===== config.mk =====
export PLATFORM = sky130hd
export DESIGN_NAME = writeback
export DESIGN_NICKNAME = d
export VERILOG_FILES = /design/src/rtl/writeback.sv
export SDC_FILE = /design/constraint.sdc
export NUM_CORES = 1
export LEC_CHECK = 0
export CORE_MARGIN = 8
export CORE_UTILIZATION = 38
export DETAILED_ROUTE_END_ITERATION = 8
export GPL_TIMING_DRIVEN = 0
export PLACE_DENSITY = 0.89
export REMOVE_ABC_BUFFERS = 1
export SYNTH_ARGS = -nofsm -noshare
export SYNTH_HDL_FRONTEND = slang
export SYNTH_SLANG_ARGS = --single-unit

===== constraint.sdc =====
create_clock -name clk -period 1.4 [get_ports clk]
set_input_delay 0.14 -clock clk [delete_from_list [all_inputs] [get_ports clk]]
set_output_delay 0.14 -clock clk [all_outputs]
set_load 0.01 [all_outputs]

===== src/rtl/writeback.sv =====
// Writeback stage: selects ALU or load data, drives the register-file write port,
// waits for load data with a timeout and latches HALT. WB_RETIRE_CNT_EN adds retired_count.
module writeback #(
    parameter int DATA_W       = 32,
    parameter int REG_AW       = 3,
    parameter int LOAD_TIMEOUT = 255
) (
    input  logic              clk,
    input  logic              rst,
    input  logic              valid_in,
    input  logic [15:0]       inst_in,
    input  logic [DATA_W-1:0] alu_result,
    input  logic [REG_AW-1:0] write_reg_in,
    input  logic              write_en_in,
    input  logic              mem_read_in,
    input  logic              halt_in,
    input  logic [DATA_W-1:0] mem_rdata,
    input  logic              mem_rdata_valid,
    output logic [REG_AW-1:0] write_reg_out,
    output logic              write_en_out,
    output logic [DATA_W-1:0] write_data,
    output logic              stall_out,
    output logic              halt_out,
    output logic              load_err
`ifdef WB_RETIRE_CNT_EN
    ,
    output logic [31:0]       retired_count
`endif
);

    localparam int CNT_W = $clog2(LOAD_TIMEOUT + 1);
    localparam logic [CNT_W-1:0] CNT_LAST = CNT_W'(LOAD_TIMEOUT - 1);

    localparam logic [1:0] ACCEPT    = 2'd0;
    localparam logic [1:0] WAIT_LOAD = 2'd1;
    localparam logic [1:0] HALTED    = 2'd2;

    logic [1:0]        state;
    logic [CNT_W-1:0]  cnt;
    logic [REG_AW-1:0] lat_reg;
    logic              lat_en;

    // Instruction word is carried for trace only.
    logic unused_inst;
    assign unused_inst = ^inst_in;

    assign stall_out = (state != ACCEPT);

    always_ff @(posedge clk) begin
        if (!rst) begin
            state         <= ACCEPT;
            cnt           <= '0;
            lat_reg       <= '0;
            lat_en        <= 1'b0;
            write_reg_out <= '0;
            write_en_out  <= 1'b0;
            write_data    <= '0;
            halt_out      <= 1'b0;
            load_err      <= 1'b0;
        end else begin
            write_en_out <= 1'b0;
            load_err     <= 1'b0;
            case (state)
                ACCEPT: begin
                    if (valid_in) begin
                        if (halt_in) begin
                            halt_out <= 1'b1;
                            state    <= HALTED;
                        end else if (!mem_read_in) begin
                            write_en_out  <= write_en_in;
                            write_reg_out <= write_reg_in;
                            write_data    <= alu_result;
                        end else if (mem_rdata_valid) begin
                            write_en_out  <= write_en_in;
                            write_reg_out <= write_reg_in;
                            write_data    <= mem_rdata;
                        end else begin
                            lat_reg <= write_reg_in;
                            lat_en  <= write_en_in;
                            cnt     <= '0;
                            state   <= WAIT_LOAD;
                        end
                    end
                end
                WAIT_LOAD: begin
                    // Data in the final cycle still commits.
                    if (mem_rdata_valid) begin
                        write_en_out  <= lat_en;
                        write_reg_out <= lat_reg;
                        write_data    <= mem_rdata;
                        state         <= ACCEPT;
                    end else if (cnt == CNT_LAST) begin
                        load_err <= 1'b1;
                        state    <= ACCEPT;
                    end else begin
                        cnt <= cnt + 1'b1;
                    end
                end
                HALTED: begin
                    halt_out <= 1'b1;
                end
                default: state <= ACCEPT;
            endcase
        end
    end

`ifdef WB_RETIRE_CNT_EN
    logic retire;

    always_comb begin
        retire = 1'b0;
        case (state)
            ACCEPT:
                retire = valid_in &&
                         (halt_in || !mem_read_in || mem_rdata_valid);
            WAIT_LOAD:
                retire = mem_rdata_valid || (cnt == CNT_LAST);
            default: retire = 1'b0;
        endcase
    end

    always_ff @(posedge clk) begin
        if (!rst)
            retired_count <= '0;
        else if (retire)
            retired_count <= retired_count + 32'd1;
    end
`endif

endmodule


# After elaboration in Yosys (flattened, before gate mapping)
# Index checks and enable logic that the tools add are counted.
# W data, S select, Z words.
dict set report word_totals {
  ff_bits 52
  input_bits 90
  out_inout_bits 39
  wordCells 76
}
dict set report op_classes {
  addsub 1
  eq_ne 15
  muxes 35
  bitwise 5
  n_reduce_logical 11
}
# operator count
set op_table {}
lappend op_table {{$mux W32} 4}
lappend op_table {{$pmux W32 S2} 1}
lappend op_table {{$mux W8} 6}
lappend op_table {{$ne A2 B2 Y1 const B} 8}
lappend op_table {{$pmux W8 S2} 1}
lappend op_table {{$mux W3} 5}
lappend op_table {{$reduce_and A5 Y1} 3}
lappend op_table {{$mux W2} 6}
lappend op_table {{$ne A3 B3 Y1 const B} 4}
lappend op_table {{$add A8 B1 Y8 const B} 1}
lappend op_table {{$eq A8 B8 Y1 const B} 1}
lappend op_table {{$mux W1} 8}
lappend op_table {{$reduce_and A7 Y1} 1}
lappend op_table {{$pmux W2 S3} 1}
lappend op_table {{$pmux W3 S2} 1}
lappend op_table {{$reduce_and A3 Y1} 2}
lappend op_table {{$reduce_bool A2 Y1} 3}
lappend op_table {{$not A1 Y1} 5}
lappend op_table {{$pmux W1 S2} 2}
lappend op_table {{$reduce_or A3 Y1} 1}
lappend op_table {{$eq A2 B1 Y1 const B} 1}
lappend op_table {{$eq A2 B2 Y1 const B} 1}
lappend op_table {{$logic_not A2 Y1} 1}

# Depth between registers and ports, before layout
# Gate-level depths: netlist of run 1.
dict set report depth {
  depth_word 5
  depth_mapped 7
  depth_no_buf 6
}

# Worst setup path after synthesis of run 1
# No wires, ideal clock.
dict set report synth_timing {
  kind {register to register}
  start {register cnt[0]}
  end {register cnt[3]}
  setup_time_ps 79
  arrival_ps 1351
  required_ps 1321
  slack_ps -30
  stages_incl_launch_ff 7
  n_path_buf 0
  period_less_slack_ps 1430
  cell_sequence {dfxtp_1 > inv_1 > ha_1 > nand4_2 > or2_2 > a211o_1 > o211ai_1}
}
dict set report synth_via {
  elab_chain_len 4
  word_cells_on_any_way 7
}
# item line_no
set synth_rtl {}
lappend synth_rtl {{start: declaration} 39} ;# logic [CNT_W-1:0] cnt;
lappend synth_rtl {{start signal: assignment} 96} ;# cnt <= cnt + 1'b1;
lappend synth_rtl {{$add A8 B1 Y8} 96}
lappend synth_rtl {{$mux W8} 92} ;# end else if (cnt == CNT_LAST) begin
lappend synth_rtl {{$mux W8} 87} ;# if (mem_rdata_valid) begin
lappend synth_rtl {{$pmux W8 S2} 63} ;# case (state)
# Parallel ways exist; a longest one is shown, timed or not. The select of a mux whose other input is x is not followed.
# A chain may end at the register's enable or synchronous reset.

# Worst setup path in the final report of run 1
dict set report layout_timing {
  start {register state[0]}
  end {register write_reg_out[0]}
}
dict set report layout_via {
  elab_chain_len 3
  word_cells_on_any_way 9
}
# item line_no
set layout_rtl {}
lappend layout_rtl {{start: declaration} 38} ;# logic [1:0] state;
lappend layout_rtl {{start signal: assignment} 51} ;# state <= ACCEPT;
lappend layout_rtl {{start signal: assignment} 68} ;# state <= HALTED;
lappend layout_rtl {{start signal: assignment} 81} ;# state <= WAIT_LOAD;
lappend layout_rtl {{$eq A2 B1 Y1 / $logic_not A2 Y1 (equally long branches)} 63}
lappend layout_rtl {{$ne A2 B2 Y1 (no line) (tied with other cells)} -}
lappend layout_rtl {{$reduce_and A5 Y1 (no line)} -}
lappend layout_rtl {{end signal: assignment} 71} ;# write_reg_out <= write_reg_in;
lappend layout_rtl {{end signal: assignment} 75} ;# write_reg_out <= write_reg_in;
lappend layout_rtl {{end signal: assignment} 89} ;# write_reg_out <= lat_reg;
lappend layout_rtl {{end: declaration} 19} ;# output logic [REG_AW-1:0] write_reg_out,
# Parallel ways exist; a longest one is shown, timed or not.

==> results of run 1 <==
-- placed cells by master, fill, tap and decap left out, types with 2 or more instances in the layout --
cell type	n
o21ai_1	23
buf_12	6
dfxtp_1	47
o21ai_2	7
nand3_2	3
nor2_1	10
o221a_2	2
clkbuf_16	2
buf_4	29
dfxtp_4	3
clkbuf_8	6
a21oi_4	2
o21bai_4	2
a31oi_1	3
nand2_1	14
a21oi_1	26
clkdlybuf4s50_1	103
ha_4	2
nand2b_4	3
buf_6	9
nand3_1	38
nor3_1	5
clkinv_2	2
o311a_1	3
a21o_1	34
o21bai_1	3
clkinvlp_4	5
o21ai_0	6
dlymetal6s2s_1	4
o211ai_1	34
and2b_4	4
dfxtp_2	2
a21oi_2	13
-- layer usage --
layer / vias to the layer above / wire (um)
li1: 1583 / -
met1: 1666 / 4769
met2: 191 / 6272
met3: 56 / 921
met4: 0 / 567
met5: - / 0
-- worst max-delay path: cells and delay by family (launching register included) --
family | cells | cell delay, ps
compound gates | 3 | 430
buf+inv | 3 | 440
simple gates | 1 | 120
flops | 1 | 390
-- how the worst max path moves through the flow --
stage | slack, ps | depth (start not counted) | from | to
after floorplan | -790 | 3 | state[0] | write_data[0]
after global placement | -3050 | 5 | mem_read_in | write_data[20]
after detailed placement | -2710 | 5 | mem_read_in | write_data[11]
after CTS | -30 | 6 | state[0] | lat_reg[2]
after global routing | -170 | 6 | state[0] | lat_reg[0]
final | -80 | 7 | state[0] | write_reg_out[0]
-- Yosys cell counts, types with 2 or more instances --
master and number:
a21oi_1 39, o221a_2 2, buf_6 6, nand3_1 41
clkbuf_1 19, o21bai_1 3, nor3_1 6, a31oi_1 4
inv_1 4, or2_2 2, nand2_1 15, buf_2 11
dfxtp_1 52, buf_4 2, and3_1 2, nor2_1 11
o311a_1 3, ha_1 2, nor2b_1 2, o211ai_1 34
o21ai_0 36, a21o_1 34
-- stage by stage --
step / cell area [um^2] / worst slack, ps / cells / utilization / hold slack (ps)
floorplan: 2609 / -789.8 / 310 / - / 217.6
global placement: 3854 / -3052 / 521 / 0.5342 / 435.8
detailed placement: 3884 / -2707 / 522 / 0.5383 / 450.6
CTS: 4402 / -32.08 / 569 / 0.6101 / 391.4
global route: 4775 / -165.4 / 586 / 0.6618 / 404.7
finish: 4775 / -82.00 / 586 / 0.6618 / 415.3
-- timing repair --
item	CTS	global route
hold buffers	0	0
setup buffers	31	12
pin swaps	8	51
setup endpoints to repair	52	51
cloned	8	5
endpoints found under the hold margin	0	0
resized for setup	42	85
-- kinds of logic (layout without fill, tap and decap cells) --
logic type      after synthesis  in the layout
simple gates                 89             95
compound gates              163            165
flops                        52             52
fa+ha+maj                     2              2
buf+inv                      42            173
-- power groups by stage --
stage	Sequential [mW]	Clock, mW	Combinational, mW
finish	1.59	0.898	1.15
global route	1.60	0.982	1.22
CTS	1.59	0.913	0.991
detailed placement	1.63	0	0.830
global placement	1.62	0	0.803
floorplan	1.66	0	0.301
-- final cells by class --
cell class	instances	area share
clock inverter	2	0.002096
timing repair buffer	158	0.3388
clock buffer	6	0.01730
sequential	52	0.2209
multi-input combinational	262	0.3855
inverter	4	0.004717
timing repair inverter	3	0.004717
tap	99	0.02594
==> impl_metrics.env, run 1 <==
export IMPL_fin_tns_setup_ps=-1603
export IMPL_fin_skew_ps=11.83
export IMPL_clk_pin_slew_ps=100
export IMPL_cp_cell_sequence="buf_12, buf_8, nand2b_4, a21oi_4, clkbuf_16, o21bai_1, o311a_1"
export IMPL_grt_pass1_vias=3389
export IMPL_outcome="finished, violations left"
export IMPL_diodes=0
export IMPL_grt_util_met1=0.2480
export IMPL_synth_top_area_share=0.3694
export IMPL_synthCells=348
export IMPL_antenna_found_initial=0
export IMPL_async_flop_share=0
export IMPL_hold_depth=2
export IMPL_grt_ovfl_total=0
export IMPL_violations="setup timing"
export IMPL_tritoncts="done"
export IMPL_drt_first_pass_iters=6
export IMPL_cts_sink_count=52
export IMPL_rr_startpoint="state[0]"
export IMPL_fill_cells=587
export IMPL_port_buffer_count=112
export IMPL_switching_power_mw=1.084
export IMPL_synth_top_family_by_area="compound AO/OA/AOI/OAI gates"
export IMPL_multiInputGateArea_mm2=0.001841
export IMPL_ir_drop_uv=462.5
export IMPL_min_delay_start="rst"
export IMPL_drc=0
export IMPL_comb_power_share=0.316
export IMPL_reg_top3="write_data: 32 flops, cnt: 8 flops"
export IMPL_min_period_over_period=1.059
export IMPL_largest_reg_flops=32
export IMPL_hold_violations=0
export IMPL_fp_dieH_um=102.1
export IMPL_worst_pin_slew_ps=577.5
export IMPL_worstRegToRegCells=7
export IMPL_cp_slowest_cell="dfxtp_4"
export IMPL_synth_compound_area_share=0.3739
export IMPL_timing_fmax_ghz=0.6748
export IMPL_synth_cell_types=40
export IMPL_setup_viol=37
export IMPL_yosys_area_share_simple=0.1683
export IMPL_setup_worst_path_end_class="flop"
export IMPL_wl_um=12530
export IMPL_grt_pass1_wl_um=17540
export IMPL_clockPowerShare=0.247
export IMPL_post_synth_top_area_cell="dfxtp_1"
export IMPL_rsz0062_at_grt="yes"
export IMPL_clk_latency_ps=310
export IMPL_grt_use_met2=0.3628
export IMPL_critPathKind="flop to flop"
export IMPL_rrSetupSlack_ps=-80
export IMPL_ys_seq_elements=52
export IMPL_required_ps=1610
export IMPL_synth_seq_area_share=0.3694
export IMPL_first_iter_violations=247
export IMPL_top_level_ports=129
export IMPL_period_minus_slack_ps=1482
export IMPL_track_usage=0.2160
export IMPL_leakage_nw=1.738
export IMPL_power_density_mw_per_mm2=762.7
export IMPL_dp_hpwl_um=6284
export IMPL_synth_edf_count=0
export IMPL_max_cap_violations=0
export IMPL_root_buffer="clkbuf_8"
export IMPL_cp_max_fo=8
export IMPL_ys_flop_type="dfxtp_1"
export IMPL_start_util=0.3906
export IMPL_synth_xor_area_frac=0
export IMPL_grt_max_degree=43
export IMPL_p_sw_frac=0.2976
export IMPL_core_area_mm2=0.007214
export IMPL_dieArea_mm2=0.01043
export IMPL_arrival_ps=1690
export IMPL_seqPwrFrac=0.438
export IMPL_intPower_mw=2.558
export IMPL_avgRoutedWirePerCell_um=21.38
export IMPL_p_total_mw=3.641
export IMPL_gp_congestion=0.7972
export IMPL_worstHoldEndpoint="write_reg_out[1]"
export IMPL_hold_class="input pin to flop"
export IMPL_fin_ws_ps=-82.00
export IMPL_slowest_delay_ps=390
export IMPL_synth_area_top_cells="dfxtp_1 (37%), a21o_1 (9.1%), o211ai_1 (9.1%)"
export IMPL_routed_via_density=5.966
export IMPL_htree_levels=2
export IMPL_rr_endpoint="write_reg_out[0]"
export IMPL_area_growth_pct=69.45
export IMPL_synth_avg_cell_area_um2=8.097
export IMPL_cp_start_kind="flop"
export IMPL_synthMuxAreaShare=0
export IMPL_use_met3=0.05722
export IMPL_vias=3496
export IMPL_ant_nets=0
export IMPL_max_clock_path_buffers=2
export IMPL_drive_above_1_share=0.2505
export IMPL_yosys_area_share_adder=0.008881
export IMPL_relSlewSlack=0.6142
export IMPL_rows=31
export IMPL_num_nets_final=578
export IMPL_drv_slew=0
export IMPL_die_width_um=102.1
export IMPL_regArea_mm2=0.001055
export IMPL_cts_buffers=5
export IMPL_syn_area_mm2=0.002818
export IMPL_largest_register="write_data"
export IMPL_busiest_layer="met2"
export IMPL_yosys_warnings=0
Power figures use the tool's default switching activity.
==> run 2: changes to the inputs <==
PLACE_DENSITY = 0.77   (was 0.89)
==> run 2 against run 1 <==
Against the previous run: the run still ends with setup timing left; clock skew shrank 2.9 ps; critical path depth shrank 2; global-route usage shrank 0.058 points; sequential share of layout area grew 0.98 points; first-iteration DRC count shrank 15%; clock power is essentially flat; worst setup slack gained 68 ps; via count shrank 3.9%; final cell count shrank 1.5%; cell area shrank 4.4%; largest cell class unchanged; highest routed layer unchanged.
==> impl_metrics.env, run 2 (synthesis results as in run 1) <==
export IMPL_min_delay_start="rst"
export IMPL_cp_start_kind="flop"
export IMPL_cp_cell_sequence="buf_8, nand3b_1, nor2_2, a41oi_2, a31oi_1"
export IMPL_drt_first_pass_iters=4
export IMPL_max_clock_path_buffers=2
export IMPL_grt_max_degree=43
export IMPL_cp_num_buf_inv=1
export IMPL_antenna_found_initial=0
export IMPL_worst_pin_slew_ps=591.0
export IMPL_area_growth_pct=62.03
export IMPL_critPathTopFamily="simple AND/OR/NAND/NOR gates"
export IMPL_hold_depth=2
export IMPL_final_area_mm2=0.004566
export IMPL_grt_pass1_vias=3373
export IMPL_cp_slowest_cell="dfxtp_4"
export IMPL_root_buffer="clkbuf_8"
export IMPL_clk_latency_ps=310
export IMPL_fin_ws_ps=-13.57
export IMPL_slowest_delay_ps=410
export IMPL_setup_worst_path_end_class="flop"
export IMPL_arrival_ps=1650
export IMPL_p_total_mw=3.541
export IMPL_core_area_mm2=0.007214
export IMPL_ir_drop_uv=412.6
export IMPL_place_ws_ps=-2758
export IMPL_reg_top3="write_data: 32 flops, cnt: 8 flops"
export IMPL_fin_skew_ps=8.959
export IMPL_largest_reg_flops=32
export IMPL_rr_endpoint="cnt[6]"
export IMPL_largest_register="write_data"
export IMPL_routed_via_density=5.820
export IMPL_ant_nets=0
export IMPL_track_usage=0.2155
export IMPL_cts_sink_count=52
export IMPL_required_ps=1640
export IMPL_die_width_um=102.1
export IMPL_outcome="finished, violations left"
export IMPL_min_period_over_period=1.010
export IMPL_cp_max_fo=6
export IMPL_tritoncts="done"
export IMPL_rows=31
export IMPL_worstHoldEndpoint="write_reg_out[2]"
export IMPL_power_density_mw_per_mm2=775.6
export IMPL_hold_violations=0
export IMPL_postCtsHoldBufs=0
export IMPL_utilization=0.6328
export IMPL_cts_buffers=5
export IMPL_rrSetupSlack_ps=-10
export IMPL_relSlewSlack=0.6060
export IMPL_dp_hpwl_um=6032
export IMPL_top_level_ports=129
export IMPL_drv_slew=0
export IMPL_violations="setup timing"
export IMPL_hold_class="input pin to flop"
export IMPL_worstRegToRegCells=5
export IMPL_num_nets_final=569
export IMPL_layout_common_cells="clkdlybuf4s50_1 (103), dfxtp_1 (46), nand3_1 (41)"
export IMPL_timing_fmax_ghz=0.7074
export IMPL_rr_startpoint="state[0]"
export IMPL_period_minus_slack_ps=1414
export IMPL_start_util=0.3906
export IMPL_fin_tns_setup_ps=-13.57
export IMPL_wl_um=11700
export IMPL_max_cap_violations=0
export IMPL_grt_ovfl_total=0
export IMPL_htree_levels=2
export IMPL_gp_congestion=0.8349
export IMPL_diodes=0
export IMPL_critPathKind="flop to flop"
export IMPL_setup_viol=1
export IMPL_vias=3358
export IMPL_leakage_nw=1.671
export IMPL_avgRoutedWirePerCell_um=20.27
export IMPL_clk_pin_slew_ps=110
export IMPL_port_buffer_count=112
export IMPL_layout_commonest_cell="clkdlybuf4s50_1"
export IMPL_drc=0
export IMPL_rsz0062_at_grt="yes"
export IMPL_first_iter_violations=209
export IMPL_dieArea_mm2=0.01043
export IMPL_placed_area_mm2=0.003884
export IMPL_fp_dieH_um=102.1
export IMPL_drive_above_1_share=0.2008
export IMPL_grt_pass1_wl_um=17640
[run 2: routing by layer]
| layer | up-vias | part of all wire | GRT usage |
|---|---|---|---|
| li1 | 1566 | - | - |
| met4 | 0 | 0.022 | 0.08691 |
| met1 | 1610 | 0.39 | 0.2503 |
| met3 | 26 | 0.098 | 0.06199 |
| met2 | 156 | 0.49 | 0.3628 |
| met5 | - | 0 | 0 |
[run 2: worst max-delay path by stage]
stage                      startpoint                to  slack [ps]  cells past startpoint
after CTS                    valid_in  write_reg_out[0]          10                      5
after global placement    mem_read_in     write_data[9]       -3090                      5
final                        state[0]            cnt[6]         -10                      5
after global routing         state[0]            cnt[6]        -110                      5
after floorplan              state[0]     write_data[0]        -790                      3
after detailed placement  mem_read_in    write_data[12]       -2760                      5
[run 2: stage by stage]
stage | hold slack [ps] | std cells
after floorplan | 217.6 | 310
after global routing | 410.1 | 577
final | 400.0 | 577
after global placement | 434.9 | 521
after detailed placement | 446.2 | 522
after CTS | 391.8 | 566
[run 2: where the power goes]
| group | switching, mW | internal, mW |
|---|---|---|
| Clock | 0.539 | 0.360 |
| Combinational | 0.485 | 0.565 |
| Sequential | 0.0415 | 1.55 |
| Total | 1.07 | 2.48 |
[run 2: timing repair]
item,in CTS,in global routing
pin swaps,6,14
gates cloned,10,1
resized for setup,40,36
setup endpoints to repair,52,49
setup buffers,26,10
[run 2: cell type report]
class	count	area, um^2
Inverter	4	22.52
Timing Repair inverter	3	22.52
Multi-Input combinational cell	261	1744
Fill cell	635	2649
Timing Repair Buffer	150	1508
Clock buffer	5	68.82
Clock inverter	3	22.52
Tap cell	99	123.9
Sequential cell	52	1054
